==> config.mk <==
export PLATFORM = sky130hd
export DESIGN_NAME = cover_toggle_drain
export DESIGN_NICKNAME = d
export VERILOG_FILES = /design/src/rtl/cover_toggle_drain.sv
export SDC_FILE = /design/constraint.sdc
export NUM_CORES = 1
export LEC_CHECK = 0
export CAP_MARGIN = 40
export CORE_ASPECT_RATIO = 0.5
export CORE_UTILIZATION = 35
export CTS_BUF_LIST = sky130_fd_sc_hd__clkbuf_4 sky130_fd_sc_hd__clkbuf_8
export CTS_CLUSTER_DIAMETER = 150
export DETAILED_ROUTE_END_ITERATION = 8
export SLEW_MARGIN = 10
export SYNTH_ARGS = -nofsm -noshare
export SYNTH_HDL_FRONTEND = slang
export SYNTH_SLANG_ARGS = --single-unit
==> constraint.sdc <==
create_clock -name clock -period 10.29 [get_ports clock]
set_input_delay 2.058 -clock clock [delete_from_list [all_inputs] [get_ports clock]]
set_output_delay 2.058 -clock clock [all_outputs]
set_load 0.05 [all_outputs]
==> src/rtl/cover_toggle_drain.sv <==
// cover_toggle_drain: collects per-cycle toggle-cover strobes, keeps a sticky
// "seen" bitmap, queues first-time hits in a pending bitmap and drains them one
// per cycle as global cover indices over a valid/ready stream.
//
// Ports:
//   clock          sole clock, rising-edge
//   reset          asynchronous active-low reset
//   valid          [WIDTH]  per-cycle cover strobes
//   clear_seen     re-arms all points (synchronous pulse)
//   out_valid      out_index holds a pending cover event (registered)
//   out_ready      consumer accepts when out_valid & out_ready at an edge
//   out_index      [64]     COVER_INDEX + bit position (registered)
//   covered_count  [CNT_W]  distinct points seen since reset/clear (registered)
//   idle           no pending work and no event presented (from state only)
module cover_toggle_drain #(
    parameter int unsigned WIDTH       = 64,
    parameter logic [63:0] COVER_INDEX = 64'd0,
    parameter int unsigned CNT_W       = 7
) (
    input  logic              clock,
    input  logic              reset,
    input  logic [WIDTH-1:0]  valid,
    input  logic              clear_seen,
    output logic              out_valid,
    input  logic              out_ready,
    output logic [63:0]       out_index,
    output logic [CNT_W-1:0]  covered_count,
    output logic              idle
);

    localparam int unsigned IDX_W = (WIDTH > 1) ? $clog2(WIDTH) : 1;

    logic [WIDTH-1:0] seen;
    logic [WIDTH-1:0] pending;

    logic [WIDTH-1:0] seen_eff;
    logic [WIDTH-1:0] new_hits;
    logic [WIDTH-1:0] seen_nxt;
    logic [WIDTH-1:0] cand;
    logic [WIDTH-1:0] pick;
    logic [WIDTH-1:0] pending_nxt;
    logic [IDX_W-1:0] pick_idx;
    logic [CNT_W-1:0] hit_cnt;
    logic [CNT_W-1:0] count_nxt;
    logic             load;
    logic             out_valid_nxt;
    logic [63:0]      out_index_nxt;

    // Next-state: first-hit detection, popcount, lowest-bit pick, output load.
    always_comb begin
        seen_eff      = clear_seen ? '0 : seen;
        new_hits      = valid & ~seen_eff;
        seen_nxt      = seen_eff | valid;
        cand          = pending | new_hits;
        // Isolate the lowest set bit: bit 0 has highest priority.
        pick          = cand & (~cand + WIDTH'(1));

        hit_cnt  = '0;
        pick_idx = '0;
        for (int i = 0; i < int'(WIDTH); i++) begin
            hit_cnt = hit_cnt + CNT_W'(new_hits[i]);
            if (pick[i]) begin
                pick_idx = IDX_W'(i);
            end
        end

        count_nxt = (clear_seen ? '0 : covered_count) + hit_cnt;

        // Output slot is free or being accepted this edge.
        load          = !out_valid || out_ready;

        out_valid_nxt = out_valid;
        out_index_nxt = out_index;
        pending_nxt   = cand;
        if (load) begin
            pending_nxt   = cand & ~pick;
            out_valid_nxt = |cand;
            if (|cand) begin
                out_index_nxt = COVER_INDEX + 64'(pick_idx);
            end
        end
    end

    // State register.
    always_ff @(posedge clock or negedge reset) begin
        if (!reset) begin
            seen          <= '0;
            pending       <= '0;
            out_valid     <= 1'b0;
            out_index     <= '0;
            covered_count <= '0;
        end else begin
            seen          <= seen_nxt;
            pending       <= pending_nxt;
            out_valid     <= out_valid_nxt;
            out_index     <= out_index_nxt;
            covered_count <= count_nxt;
        end
    end

    assign idle = (pending == '0) && !out_valid;

endmodule

; Word level (Yosys, flattened, before mapping)
; Cells that the tools add are included.
[totals]
mem_bits_ro = 0
memories = 0
output_inout_bits = 73
latchBits = 0
regBits = 142
wordCells = 150
ram_bits = 0
[classes]
shift = 0
n_addsub = 65
n_eq_ne = 0
n_mul = 0
mux = 66
div_mod_pow = 0
bitwise = 8
magnitude_cmp = 0
n_reduce_logical = 6
[ops]
columns = cell, n
row1 = $add 7x1->7, 57
row2 = $mux 6, 61
row3 = $and 64x64->64, 3
row4 = $not 64->64, 3
row5 = $mux 64, 2
row6 = $or 64x64->64, 2
row7 = $add 64x1->64 const B, 1
row8 = $logic_not 64->1, 1
row9 = $reduce_or 64->1, 1
row10 = $add 6x1->7, 1
row11 = $add 7x7->7, 1
row12 = $mux 7, 1
row13 = $add 5x1->6, 1
row14 = $add 4x1->5, 1
row15 = $add 3x1->4, 1
row16 = $add 2x1->3, 1
row17 = $add 1x1->2, 1
row18 = $mux 2, 1
row19 = $reduce_and 2->1, 1
row20 = $logic_and 1x1->1, 1
row21 = $logic_not 1->1, 1
row22 = $logic_or 1x1->1, 1
row23 = $mux 1, 1

; Longest topological paths before layout
; Gate-level depths: netlist of the first run.
[depth]
ltp_word = 70
depth_mapped = 27

; Worst setup path after synthesis of the first run
; OpenSTA, ideal clock, no wires.
[synth_path]
path_kind = input-to-reg
from = in clear_seen
to = reg covered_count[6]
path_slack_ns = 1.507
cell_stages = 25
arrival_ns = 8.659
setup_ns = 0.124
path_buffers = 3
t_required_ns = 10.166
cell_sequence = clkbuf_1 > clkbuf_1 > clkbuf_1 > nand2b_1 > and2_1 > fa_1 > fa_1 > inv_1 > fa_1 > inv_1 > fa_1 > fa_1 > fa_1 > inv_1 > fa_1 > fa_1 > inv_1 > fa_1 > fa_1 > a21oi_1 > nor2_1 > nor2_1 > o21bai_1 > a21oi_1 > xnor2_1
[synth_via]
elab_chain_len = 67
word_cells_on_any_way = 68
classes_between = add/sub: 64 / mux: 2 / bitwise: 2
[synth_rtl]
columns = item, line
row1 = start: declaration, 23  ; input logic clear_seen,
row2 = $mux 64, 51  ; seen_eff = clear_seen ? '0 : seen;
row3 = $not 64->64, 52  ; new_hits = valid & ~seen_eff;
row4 = $and 64x64->64, 52
row5 = $add 1x1->2, 61  ; hit_cnt = hit_cnt + CNT_W'(new_hits[i]);
row6 = $add 2x1->3, 61
row7 = $add 3x1->4, 61
row8 = $add 4x1->5, 61
row9 = $add 5x1->6, 61
row10 = $add 6x1->7, 61
row11 = $add 7x1->7 (57 in a row), 61
row12 = $add 7x7->7 *, 67  ; count_nxt = (clear_seen ? '0 : covered_count) + hit_cnt;
row13 = named net count_nxt[6], 44  ; logic [CNT_W-1:0] count_nxt;
row14 = end signal: assignment, 97  ; covered_count <= count_nxt;
row15 = end: declaration, 27  ; output logic [CNT_W-1:0] covered_count,
; Mark *: on every way through the listed nets, which the timed path passes. The rest lies on a longest branch.
; A chain may end at the register's enable or synchronous reset.

; Worst setup path in the final report of the first run
; Same ends and word-level chain as after synthesis.

==> results of run 1 <==
==> metrics by stage <==
step / hold WS [ns] / std cells / utilization / setup slack, ns / instance area, sq um
after floorplan: 0.4474 / 993 / - / 1.507 / 9273
after global placement: 0.4685 / 1352 / 0.3980 / 1.059 / 10060
after detailed placement: 0.4689 / 1353 / 0.3991 / 0.9329 / 10090
after CTS: 0.4892 / 1382 / 0.4117 / 1.419 / 10410
after global routing: 0.5201 / 1382 / 0.4117 / 1.154 / 10410
final: 0.4849 / 1382 / 0.4117 / 1.463 / 10410
==> registers in the layout (all words and copies together) (netlist names) <==
| signal | cells |
|---|---|
| covered_count | 7 |
| out_index | 6 |
| out_valid | 1 |
| pending | 64 |
| seen | 64 |
==> per-layer routing <==
layer | track usage | vias up
li1 | - | 3251
met1 | 0.2723 | 3508
met2 | 0.2920 | 224
met3 | 0.05340 | 30
met4 | 0.04267 | 0
met5 | 0 | -
==> cells in the final DEF, fill, tap and decap left out, drive strengths merged, types with 5 or more instances in the layout <==
| cell | count |
|---|---|
| a21boi | 5 |
| a21o | 5 |
| a21oi | 96 |
| a31oi | 10 |
| a41oi | 5 |
| and2 | 44 |
| and4 | 7 |
| buf | 7 |
| clkbuf | 18 |
| clkdlybuf4s50 | 80 |
| clkinv | 6 |
| conb | 58 |
| dfrtp | 142 |
| fa | 56 |
| ha | 21 |
| inv | 58 |
| nand2 | 58 |
| nand2b | 133 |
| nand3 | 10 |
| nand4 | 14 |
| nor2 | 70 |
| nor2b | 10 |
| nor3 | 15 |
| nor4 | 13 |
| o21ai | 16 |
| o31ai | 8 |
| or2 | 7 |
| or4 | 5 |
| xnor2 | 7 |
==> power groups by stage <==
stage               sequential (mW)  combinational (mW)  clock, mW
CTS                           0.668                2.44      0.404
floorplan                     0.729                1.89          0
global route                  0.672                2.76      0.430
finish                        0.667                2.38      0.397
detailed placement            0.679                2.39          0
global placement              0.679                2.34          0
==> worst paths after layout <==
check                            from               end  slack, ns  cells after the start
min reg2reg                  seen[29]          seen[29]       0.48                      2
max in group asynchronous       reset       pending[47]       7.88                      2
min                          seen[29]          seen[29]       0.48                      2
min in group asynchronous       reset          seen[22]       1.44                      1
max                        clear_seen  covered_count[6]       1.46                     26
max reg2reg                  seen[29]  covered_count[6]       3.44                     24
==> worst max-delay path, stage by stage <==
cell and delay, ns:
buf_2 0.29, buf_4 0.29, nand2b_1 0.17, and2_1 0.21, fa_1 0.55, inv_1 0.05
fa_1 0.50, inv_1 0.06, fa_1 0.58, inv_1 0.08, fa_1 0.51, inv_1 0.05
fa_1 0.46, fa_1 0.54, inv_1 0.05, fa_1 0.51, fa_1 0.55, inv_1 0.06
fa_1 0.46, fa_1 0.42, a21oi_1 0.14, nor2_1 0.05, nor2_1 0.15, o21bai_1 0.08
a21oi_1 0.19, xnor2_1 0.13
==> cells by family (layout without fill, tap and decap cells) <==
kind of cell	count (synthesis)	count (layout)	share of synthesized area
xor+xnor	8	8	0.007735
compound gates	180	180	0.1239
flops	142	142	0.3923
simple gates	400	400	0.2457
other cells	1	58	0.0004140
buf+inv	128	173	0.07721
fa+ha+maj	77	77	0.1528
==> layout make-up <==
| type | count | area (sq um) | share of cell area |
|---|---|---|---|
| clock buffer | 18 | 247.7 | 0.02379 |
| inverter | 57 | 214.0 | 0.02055 |
| sequential | 142 | 3553 | 0.3413 |
| tap | 344 | 430.4 | 0.04134 |
| timing repair buffer | 87 | 874.6 | 0.08399 |
| multi-input combinational | 723 | 5020 | 0.4821 |
| clock inverter | 11 | 72.57 | 0.006969 |
==> flow_summary.json, run 1 <==
{
  "status": "complete, no violations",
  "yosysMostFrequentCell": "dfrtp_1",
  "slew_headroom": 0.4197,
  "fin_skew_ns": 0.01543,
  "critPathArrivalTime_ns": 9.23,
  "routabilityCongestion": 0.9260,
  "grt_pass1_wl_um": 38340,
  "layout-drive-gt1-share": 0.05010,
  "core_region_area_sq_um": 25290,
  "via_per_inst": 5.075,
  "rsz0062_at_grt": "no",
  "clk_pin_slew_worst_paths_ns": 0.08,
  "pwr-share-clk": 0.115,
  "p_leak_nw": 4.093,
  "tritoncts": "done",
  "post_drt_wl_per_cell_um": 17.92,
  "p_int_mw": 1.892,
  "layout_min_cycle_time_ns": 8.827,
  "cts_hold_buf": 0,
  "crit_required_ns": 10.69,
  "drtIter0Drc": 660,
  "worstPathMaxFanout": 35,
  "h-tree-depth": 4,
  "dp_hpwl_um": 19730,
  "cp-start-kind": "primary input",
  "top_layer": "met4",
  "synth_cell_type_count": 62,
  "syn-cell-area_sq_um": 9059,
  "min_path_type": "reg2reg",
  "track_usage": 0.1920,
  "async_flop_share": 1.000,
  "portBuffers": 82,
  "hold_violations": 0,
  "drv_cap": 0,
  "syn_inst": 936,
  "tightest_slew_ns": 0.8638,
  "synth_edf_count": 0,
  "synth_top_area_frac": 0.3923,
  "grt_max_degree": 69,
  "rows": 41,
  "die_x_um": 229.5,
  "irDropWorstVdd_v": 0.0005323,
  "yosysWarnings": 0,
  "clock_latency_ns": 0.47,
  "seq_power_share": 0.194,
  "fmax_mhz": 113.3,
  "drc": 0,
  "antenna_left": 0,
  "final.fill_count": 2482,
  "drt-met1-wl_um": 11560,
  "yosysSeqAreaShare": 0.3923,
  "met2_length_um": 11090,
  "design_power_total_mw": 3.441,
  "io_pins": 141,
  "setup_viol": 0,
  "slew_viol_final": 0,
  "cts_root_buf": "clkbuf_8",
  "start_util": 0.3582,
  "ys_seq_elements": 142,
  "antenna_found_initial": 0,
  "p_per_area_nw_per_um2": 330.5,
  "first_pass_iters": 6,
  "post-route-period-util": 0.8578,
  "worstSetupPathType": "in2reg",
  "grt_pass1_vias": 6823,
  "numCtsBuffers": 17,
  "vias": 7013,
  "clock_path_buffers": 2,
  "grt_overflow": 0,
  "cts.sinks": 142,
  "antenna_cells": 0,
  "postSynth.topFlopCell": "dfrtp_1",
  "yosys-top-cells-count": "dfrtp_1 (142), nand2b_1 (132), a21oi_1 (96)",
  "route.met3.wl_um": 1837,
  "wl_um": 24760,
  "cts_resized": 0,
  "dieArea_sq_um": 26570,
  "p_switching_mw": 1.549,
  "end_kind": "register",
  "chipHeight_um": 115.8,
  "synth_area_per_cell_sq_um": 9.678,
  "synthToLayoutAreaGrowth_pct": 14.94,
  "synth_top_cell_by_area": "dfrtp_1",
  "cts_setup_buffers": 0,
  "comb_power_share": 0.691,
  "power.share.switching": 0.4501,
  "finalNetCount": 1173,
  "tns_ns": 0,
  "synth.area.top_cells": "dfrtp_1 (39%), fa_1 (12%), nand2b_1 (9.1%)"
}
Note: power is estimated with default switching activity, not from simulation.
==> inputs of run 2 (changes only) <==
--- a/config.mk
+++ b/config.mk
@@ -5,6 +5,7 @@
 export SDC_FILE = /design/constraint.sdc
 export NUM_CORES = 1
 export LEC_CHECK = 0
+export ABC_AREA = 1
 export CAP_MARGIN = 40
 export CORE_ASPECT_RATIO = 0.5
 export CORE_UTILIZATION = 35
==> flow_summary.json, run 2 <==
{
  "post_drt_wl_per_cell_um": 14.85,
  "cp_num_buf_inv": 8,
  "clock_latency_ns": 0.47,
  "slowest_delay_ns": 0.56,
  "cpMostUsedCell": "fa_1",
  "worstSetupPathType": "in2reg",
  "async_flop_share": 1.000,
  "synth_top_area_frac": 0.3681,
  "setup_viol": 0,
  "yosysSeqAreaShare": 0.3681,
  "vias": 7685,
  "dp_hpwl_um": 19990,
  "die_x_um": 236.9,
  "start_util": 0.3609,
  "numCtsBuffers": 17,
  "cts_resized": 0,
  "h-tree-depth": 4,
  "syn-cell-area_sq_um": 9654,
  "tns_ns": 0,
  "chipHeight_um": 119.4,
  "io_pins": 141,
  "tightest_slew_ns": 0.8608,
  "cts_hold_buf": 0,
  "post-route-period-util": 0.8253,
  "drv_cap": 0,
  "fin_skew_ns": 0.01560,
  "cts.sinks": 142,
  "yosysWarnings": 0,
  "rsz0062_at_grt": "no",
  "routabilityCongestion": 0.9435,
  "yosys-top-cells-count": "inv_1 (303), nor2_1 (145), nand2_1 (144)",
  "yosysMostFrequentCell": "inv_1",
  "fmax_mhz": 117.7,
  "hold_violations": 0,
  "clock_path_buffers": 2,
  "postSynth.topFlopCell": "dfrtp_1",
  "end_kind": "register",
  "layout-drive-gt1-share": 0.07669,
  "rows": 42,
  "path_delay_family": "adder cells",
  "syn_inst": 1212,
  "wl_um": 24810,
  "grt_pass1_vias": 7520,
  "slew_headroom": 0.4208,
  "reg_top3": "pending x64, seen x64, covered_count x7",
  "worstPathMaxFanout": 47,
  "layout_min_cycle_time_ns": 8.493,
  "drc": 0,
  "cts_root_buf": "clkbuf_8",
  "cp_slowest_cell": "fa_1",
  "dp_slack_ns": 1.286,
  "first_pass_iters": 5,
  "synthToLayoutAreaGrowth_pct": 15.38,
  "critPathArrivalTime_ns": 8.89,
  "clk_pin_slew_worst_paths_ns": 0.09,
  "synth_cell_type_count": 48,
  "core_region_area_sq_um": 26750,
  "status": "complete, no violations",
  "via_per_inst": 4.602,
  "grt_overflow": 0,
  "p_per_area_nw_per_um2": 311.8,
  "grt_pass1_wl_um": 39880,
  "grt_max_degree": 80,
  "synth_area_per_cell_sq_um": 7.966,
  "irDropWorstVdd_v": 0.0005716,
  "dieArea_sq_um": 28290,
  "min_path_type": "reg2reg",
  "final_cell_mix": "inv_1 (303), nor2_1 (145), nand2_1 (144)",
  "portBuffers": 82,
  "crit_required_ns": 10.69,
  "finalNetCount": 1449,
  "layout_commonest_cell": "inv_1",
  "ys_seq_elements": 142,
  "track_usage": 0.1842,
  "synth.area.top_cells": "dfrtp_1 (37%), inv_1 (12%), fa_1 (12%)",
  "synth_edf_count": 0,
  "p_leak_nw": 5.447,
  "tritoncts": "done",
  "cp-start-kind": "primary input",
  "cts_setup_buffers": 0,
  "antenna_found_initial": 1,
  "fin_ws_ns": 1.797,
  "antenna_left": 0,
  "slew_viol_final": 0,
  "synth_top_cell_by_area": "dfrtp_1",
  "drtIter0Drc": 447
}
==> run 2: changes by cell type in the layout (fill, tap and decap cells not counted), moves of 14 or more <==
cell      delta
a21oi_1     -36
and2_1      -44
inv_1      +246
nand2_1     +86
nand2b_1   -132
nand3_1     +21
nor2_1      +76
nor4_1      +14
o21ai_0     +48
==> run 2: final timing paths <==
path	slack, ns	cells after the start	start	endpoint
max	1.80	26	clear_seen	covered_count[6]
min	0.48	2	seen[4]	seen[4]
max reg2reg	3.62	25	seen[47]	covered_count[6]
min reg2reg	0.48	2	seen[4]	seen[4]
max in group asynchronous	7.69	3	reset	seen[13]
min in group asynchronous	1.61	1	reset	pending[55]
==> run 2: cells by family (layout without fill, tap and decap cells) <==
logic type	after synthesis	in the layout	share of synthesized area
compound gates	165	165	0.09668
other cells	1	59	0.0003884
xor+xnor	8	8	0.007258
flops	142	142	0.3681
buf+inv	386	434	0.1744
fa+ha+maj	77	77	0.1433
simple gates	433	433	0.2098
==> run 2: power breakdown <==
part	leakage (nW)	total, mW	internal (mW)	switching (mW)
clock	0.215	0.497	0.271	0.226
combinational	3.80	2.31	0.954	1.35
sequential	1.43	0.671	0.652	0.0189
total	5.45	3.47	1.88	1.60
==> run 2: metal layers <==
metal | global-route usage | vias to the layer above | share of wire
met4 | 0.05479 | 0 | 0.016
met2 | 0.2857 | 220 | 0.45
met3 | 0.03268 | 31 | 0.050
li1 | - | 3787 | -
met5 | 0 | - | 0
met1 | 0.2623 | 3647 | 0.48
==> run 2: final cells by class <==
class / instances / area [sq um]
well taps: 352 / 440.4
clock inverters: 9 / 131.4
diodes: 1 / 2.502
repair buffers: 91 / 907.1
flip-flops and latches: 142 / 3553
inverters: 311 / 1170
fillers: 2702 / 15610
clock buffers: 23 / 304.0
multi-input cells: 741 / 4631
==> run 2: stage by stage <==
| step | hold slack [ns] | total power [mW] | utilization | cell area (sq um) | cells |
|---|---|---|---|---|---|
| after CTS | 0.4865 | 3.556 | 0.4153 | 11110 | 1668 |
| after global routing | 0.5196 | 3.895 | 0.4164 | 11140 | 1669 |
| after detailed placement | 0.4661 | 3.050 | 0.3991 | 10670 | 1636 |
| after global placement | 0.4540 | 3.016 | 0.3987 | 10660 | 1635 |
| after floorplan | 0.4367 | 2.523 | - | 9868 | 1269 |
| final | 0.4769 | 3.473 | 0.4165 | 11140 | 1670 |
==> run 2: tightest hold or removal path, delay by kind of cell (launching register included) <==
| family | cells | cell delay (ns) |
|---|---|---|
| flip-flops | 1 | 0.33 |
| AND/OR/NAND/NOR | 2 | 0.11 |
